===== config.mk =====
export PLATFORM = sky130hd
export DESIGN_NAME = half_exp_arbiter
export DESIGN_NICKNAME = d
export VERILOG_FILES = /design/src/rtl/half_exp_arbiter.sv
export SDC_FILE = /design/constraint.sdc
export NUM_CORES = 1
export LEC_CHECK = 0
export CAP_MARGIN = 20
export CORE_UTILIZATION = 43
export CTS_BUF_LIST = sky130_fd_sc_hd__clkbuf_8
export DETAILED_ROUTE_END_ITERATION = 10
export PLACE_DENSITY_LB_ADDON = 0.1
export SYNTH_ARGS = -nofsm -noshare
export SYNTH_HDL_FRONTEND = slang
export SYNTH_SLANG_ARGS = --single-unit

===== constraint.sdc =====
create_clock -name clk -period 3.89 [get_ports clk]
set_clock_uncertainty 0.05 [all_clocks]
set_input_delay 0.389 -clock clk [delete_from_list [all_inputs] [get_ports clk]]
set_output_delay 0.389 -clock clk [all_outputs]
set_load 0.05 [all_outputs]

===== src/rtl/half_exp_arbiter.sv =====
// Round-robin front end that shares one fixed-latency half_base2_exp unit among NREQ requesters. The result returns LAT+2 cycles after the handshake.
// There is no response backpressure, and the unit never stalls. Defining HALF_EXP_ARB_STATS_EN adds per-requester grant counters.
module half_exp_arbiter #(
  parameter int NREQ = 4,
  parameter int LAT  = 4,
  parameter int IDW  = $clog2(NREQ)
) (
  input  logic                 clk,
  input  logic                 rst_n,
  input  logic [NREQ-1:0]      req_valid,
  input  logic [16*NREQ-1:0]   req_a,
  output logic [NREQ-1:0]      req_ready,
  output logic [NREQ-1:0]      resp_valid,
  output logic [15:0]          resp_c,
  output logic                 exp_in_valid,
  output logic [15:0]          exp_a,
  input  logic                 exp_out_valid,
  input  logic [15:0]          exp_c,
  output logic                 busy,
  output logic                 err_orphan
`ifdef HALF_EXP_ARB_STATS_EN
  ,
  input  logic                 stat_clr,
  output logic [16*NREQ-1:0]   stat_grants
`endif
);

  logic [IDW-1:0] ptr;
  logic [IDW-1:0] grant_id;
  logic [IDW-1:0] idx;
  logic           hs;
  logic [15:0]    sel_a;
  logic [IDW-1:0] issue_id;
  logic [LAT-1:0] tag_v;
  logic [IDW-1:0] tag_id [LAT];
  logic           tail_v;
  logic [IDW-1:0] tail_id;
  logic [NREQ-1:0] tail_onehot;

  // First valid requester at or after the pointer, wrapping at NREQ.
  always_comb begin
    req_ready = '0;
    grant_id  = '0;
    idx       = '0;
    hs        = 1'b0;
    for (int k = 0; k < NREQ; k++) begin
      idx = IDW'((32'(ptr) + 32'(k)) % NREQ);
      if (!hs && req_valid[idx]) begin
        hs             = 1'b1;
        grant_id       = idx;
        req_ready[idx] = 1'b1;
      end
    end
  end

  always_comb begin
    sel_a = '0;
    for (int k = 0; k < NREQ; k++) begin
      if (grant_id == IDW'(k)) sel_a = req_a[16*k +: 16];
    end
  end

  always_ff @(posedge clk or negedge rst_n) begin
    if (!rst_n) begin
      ptr          <= '0;
      exp_in_valid <= 1'b0;
      exp_a        <= '0;
      issue_id     <= '0;
    end else begin
      exp_in_valid <= hs;
      if (hs) begin
        ptr      <= (grant_id == IDW'(NREQ-1)) ? '0 : grant_id + 1'b1;
        exp_a    <= sel_a;
        issue_id <= grant_id;
      end
    end
  end

  // Tag shift register; its tail lines up with the unit's out_valid.
  always_ff @(posedge clk or negedge rst_n) begin
    if (!rst_n) begin
      tag_v <= '0;
      for (int k = 0; k < LAT; k++) tag_id[k] <= '0;
    end else begin
      tag_v[0]  <= exp_in_valid;
      tag_id[0] <= issue_id;
      for (int k = 1; k < LAT; k++) begin
        tag_v[k]  <= tag_v[k-1];
        tag_id[k] <= tag_id[k-1];
      end
    end
  end

  assign tail_v  = tag_v[LAT-1];
  assign tail_id = tag_id[LAT-1];

  always_comb begin
    tail_onehot          = '0;
    tail_onehot[tail_id] = 1'b1;
  end

  always_ff @(posedge clk or negedge rst_n) begin
    if (!rst_n) begin
      resp_valid <= '0;
      resp_c     <= '0;
      err_orphan <= 1'b0;
    end else begin
      if (exp_out_valid && tail_v) begin
        resp_valid <= tail_onehot;
        resp_c     <= exp_c;
      end else begin
        resp_valid <= '0;
      end
      // A valid/tag disagreement means the unit latency is not LAT.
      if (exp_out_valid != tail_v) err_orphan <= 1'b1;
    end
  end

  assign busy = exp_in_valid | (|tag_v) | (|resp_valid);

`ifdef HALF_EXP_ARB_STATS_EN
  always_ff @(posedge clk or negedge rst_n) begin
    if (!rst_n) begin
      stat_grants <= '0;
    end else begin
      for (int k = 0; k < NREQ; k++) begin
        if (stat_clr) begin
          stat_grants[16*k +: 16] <= '0;
        end else if (req_ready[k] && stat_grants[16*k +: 16] != 16'hFFFF) begin
          stat_grants[16*k +: 16] <= stat_grants[16*k +: 16] + 16'd1;
        end
      end
    end
  end
`endif

endmodule


==> out/results.txt <==
status -> finished with violations
failing checks -> design-rule violations
Sum Neg Setup Slack -> 0 ps
Worst Path Arrival -> 3240 ps
Final Setup Violations -> 0
total grt overflow -> 0
DRC errors left -> 10
Tot GR Track Use -> 20.3%
fin cells -> 468
routed via count -> 2553
Core Region -> 6460 µm²
Final Hold Violating Endpoints -> 0
pwr/cell area -> 798 nW/µm²
Pleak -> 1.75 nW
largest net degree at the start of global routing -> 55
final worst path period share -> 94.6%
post-synthesis sequential area ratio -> 45.9%
top cell family by delay on the critical path -> buffers and inverters
CP required -> 3450 ps
Peak VDD IR -> 0.345 mV
# Post-CTS Setup Buffers -> 0
TritonCTS Buffers -> 5
clock root cell -> clkbuf_8
layout cells sized above 1 -> 10.5%
post-CTS sizing -> 0
Synth cell types -> 41
clk slew on worst S/H paths -> 90 ps
starting density of the core -> 45.5%
CP max FO -> 10
Buf/Inv on CP -> 2
final count of pins violating max slew -> 0
Max stage delay cell, worst path -> clkdlybuf4s50_1
final WL -> 7.21 mm
Clock Latency Late Sink -> 300 ps
Avg WL per Cell -> 15.4 µm
first-pass GRT wire length -> 11.4 mm
Critical Path Stages -> 7
DRT Pass-1 Iters -> 8
CTS H-tree depth -> 2
Mapped Area -> 2940 µm²
Worst R2R Start -> ptr[1]
CTS Sinks -> 54
synthesized net count -> 370
wire length on met1 -> 3.45 mm
n_diodes -> 0
Die Wd -> 84.7 µm
R2R depth -> 10
Worst Hold Class -> input port to asynchronous set/reset pin
Clock Tree Buf Depth -> 2
Synthesis Warnings -> 0
post-route minimum period -> 3680 ps
max layer used -> met4
Post-Place Cells -> 459
die footprint -> 7180 µm²
gpl congestion -> 0.887
Syn Area/Cell -> 10.9 µm²
CTS tree -> built
Crit Path Class -> flop to primary output
Worst Max-Slew Pin Slew -> 865 ps
chip height -> 84.7 µm
Via density -> 5.46
met3 wire length -> 475 µm
total of max-cap violations -> 0
Rel. slew slack -> 42.3%
vias in the first global route -> 2325
cell chain of the critical path -> inv_1 -> ha_1 -> mux4_2 -> nor2b_4 -> a221oi_1 -> o2bb2ai_1 -> clkdlybuf4s50_1
Critical Path Source -> ptr[1]
CP endpoint kind -> primary output
most common cell after layout, fill and taps aside -> clkdlybuf4s50_1
commonest cells after routing, fill and taps aside -> clkdlybuf4s50_1, dfrtp_1, nor2b_1, a221oi_1, a21oi_1
RSZ-0062 raised after global routing -> false
fmax -> 0.272 GHz
io pins -> 130
nets -> 490
Startpoint Class -> flop
area grow syn2layout -> 49.3%
Core Rows -> 29
Port Buf Inserts -> 129
flops & latches, synth -> 54
hold_buf cts -> 0
antenna violations before repair -> 0
remaining antenna violation count -> 0
final core occ -> 68.0%
CP max stage delay -> 810 ps
Detailed Route Iter0 Violations -> 118
WL met2 -> 3.20 mm
Cells after Synth -> 270
HPWL after DPL -> 5.45 mm
metrics by stage:
step / hold WS [ps] / instance area [µm²] / total power (W) / setup WS (ps)
floorplan: 43.4 / 2940 / 0.00250 / 612
global placement: 283 / 4270 / 0.00312 / 349
detailed placement: 287 / 4270 / 0.00317 / 313
CTS: 159 / 4360 / 0.00348 / 164
global route: 190 / 4390 / 0.00373 / 15.2
finish: 147 / 4390 / 0.00350 / 211
metal layers:
layer	track usage, %	vias up
met2	29.0	108
met1	31.1	1192
met5	0	-
met4	5.55	0
li1	-	1246
met3	4.23	7
synth_stat cells:
master | n | area [µm²]
a211o_1 | 1 | 8.76
a21boi_1 | 1 | 7.51
a21o_1 | 1 | 7.51
a21oi_1 | 19 | 95.1
a221oi_1 | 20 | 175
a31o_2 | 1 | 8.76
and2_1 | 1 | 6.26
and3_1 | 1 | 6.26
buf_2 | 4 | 20.0
buf_4 | 1 | 7.51
buf_6 | 1 | 11.3
clkbuf_1 | 16 | 60.1
clkinv_1 | 1 | 3.75
dfrtp_1 | 54 | 1350
ha_1 | 13 | 163
inv_1 | 3 | 11.3
mux2_2 | 18 | 203
mux2i_1 | 5 | 50.1
mux4_2 | 2 | 45.0
nand2_1 | 6 | 22.5
nand3_1 | 3 | 15.0
nand3b_1 | 1 | 7.51
nor2_1 | 10 | 37.5
nor2b_1 | 32 | 200
nor2b_4 | 1 | 13.8
nor3_1 | 2 | 10.0
nor3b_1 | 2 | 15.0
nor4_1 | 1 | 6.26
nor4_2 | 1 | 12.5
nor4b_1 | 1 | 8.76
nor4bb_1 | 1 | 10.0
o21a_1 | 16 | 120
o21ai_0 | 3 | 15.0
o21ai_1 | 1 | 5.00
o21ai_2 | 1 | 8.76
o2bb2ai_1 | 4 | 35.0
o311ai_0 | 1 | 8.76
o31ai_1 | 16 | 120
or2_2 | 2 | 12.5
or3b_1 | 1 | 8.76
or4_1 | 1 | 7.51
report_power, final:
| part | internal [W] | switching [W] | leakage [nW] |
|---|---|---|---|
| clock network | 0.000127 | 0.000179 | 0.0441 |
| registers | 0.000750 | 0.000107 | 0.634 |
| logic | 0.000959 | 0.00138 | 1.07 |
| total | 0.00184 | 0.00167 | 1.75 |
cell families after synthesis:
| family | Yosys count | share of synthesized area (%) |
|---|---|---|
| AOI/OAI and AO/OA | 85 | 20.9 |
| adders and majority gates | 13 | 5.53 |
| buffers and inverters | 26 | 3.87 |
| DFF | 54 | 45.9 |
| and+or+nand+nor | 67 | 13.6 |
| muxes | 25 | 10.1 |
final timing paths:
path                                 to  slack, ps
setup / recovery           req_ready[1]        210
hold / removal               resp_c[14]        150
setup reg to reg               exp_a[3]        370
hold reg to reg              tail_id[1]        300
max in group asynchronous     tag_id[3]       3220
min in group clk             tail_id[1]        300
registers in the layout, summed over array words and instances, names as in the netlist:
register,count
tag_id,6
tag_v,4
exp_a,16
exp_in_valid,1
err_orphan,1
resp_c,16
tail_id,2
issue_id,2
resp_valid,4
ptr,2
layout make-up:
| class | instances | area, µm² |
|---|---|---|
| flip-flops and latches | 54 | 1350 |
| well taps | 77 | 96.3 |
| inverters | 4 | 15.0 |
| multi-input cells | 190 | 1490 |
| clock inverters | 3 | 21.3 |
| repair buffers | 135 | 1350 |
| fillers | 516 | 2070 |
| clock buffers | 5 | 68.8 |
(Power assumes the default switching activity.)
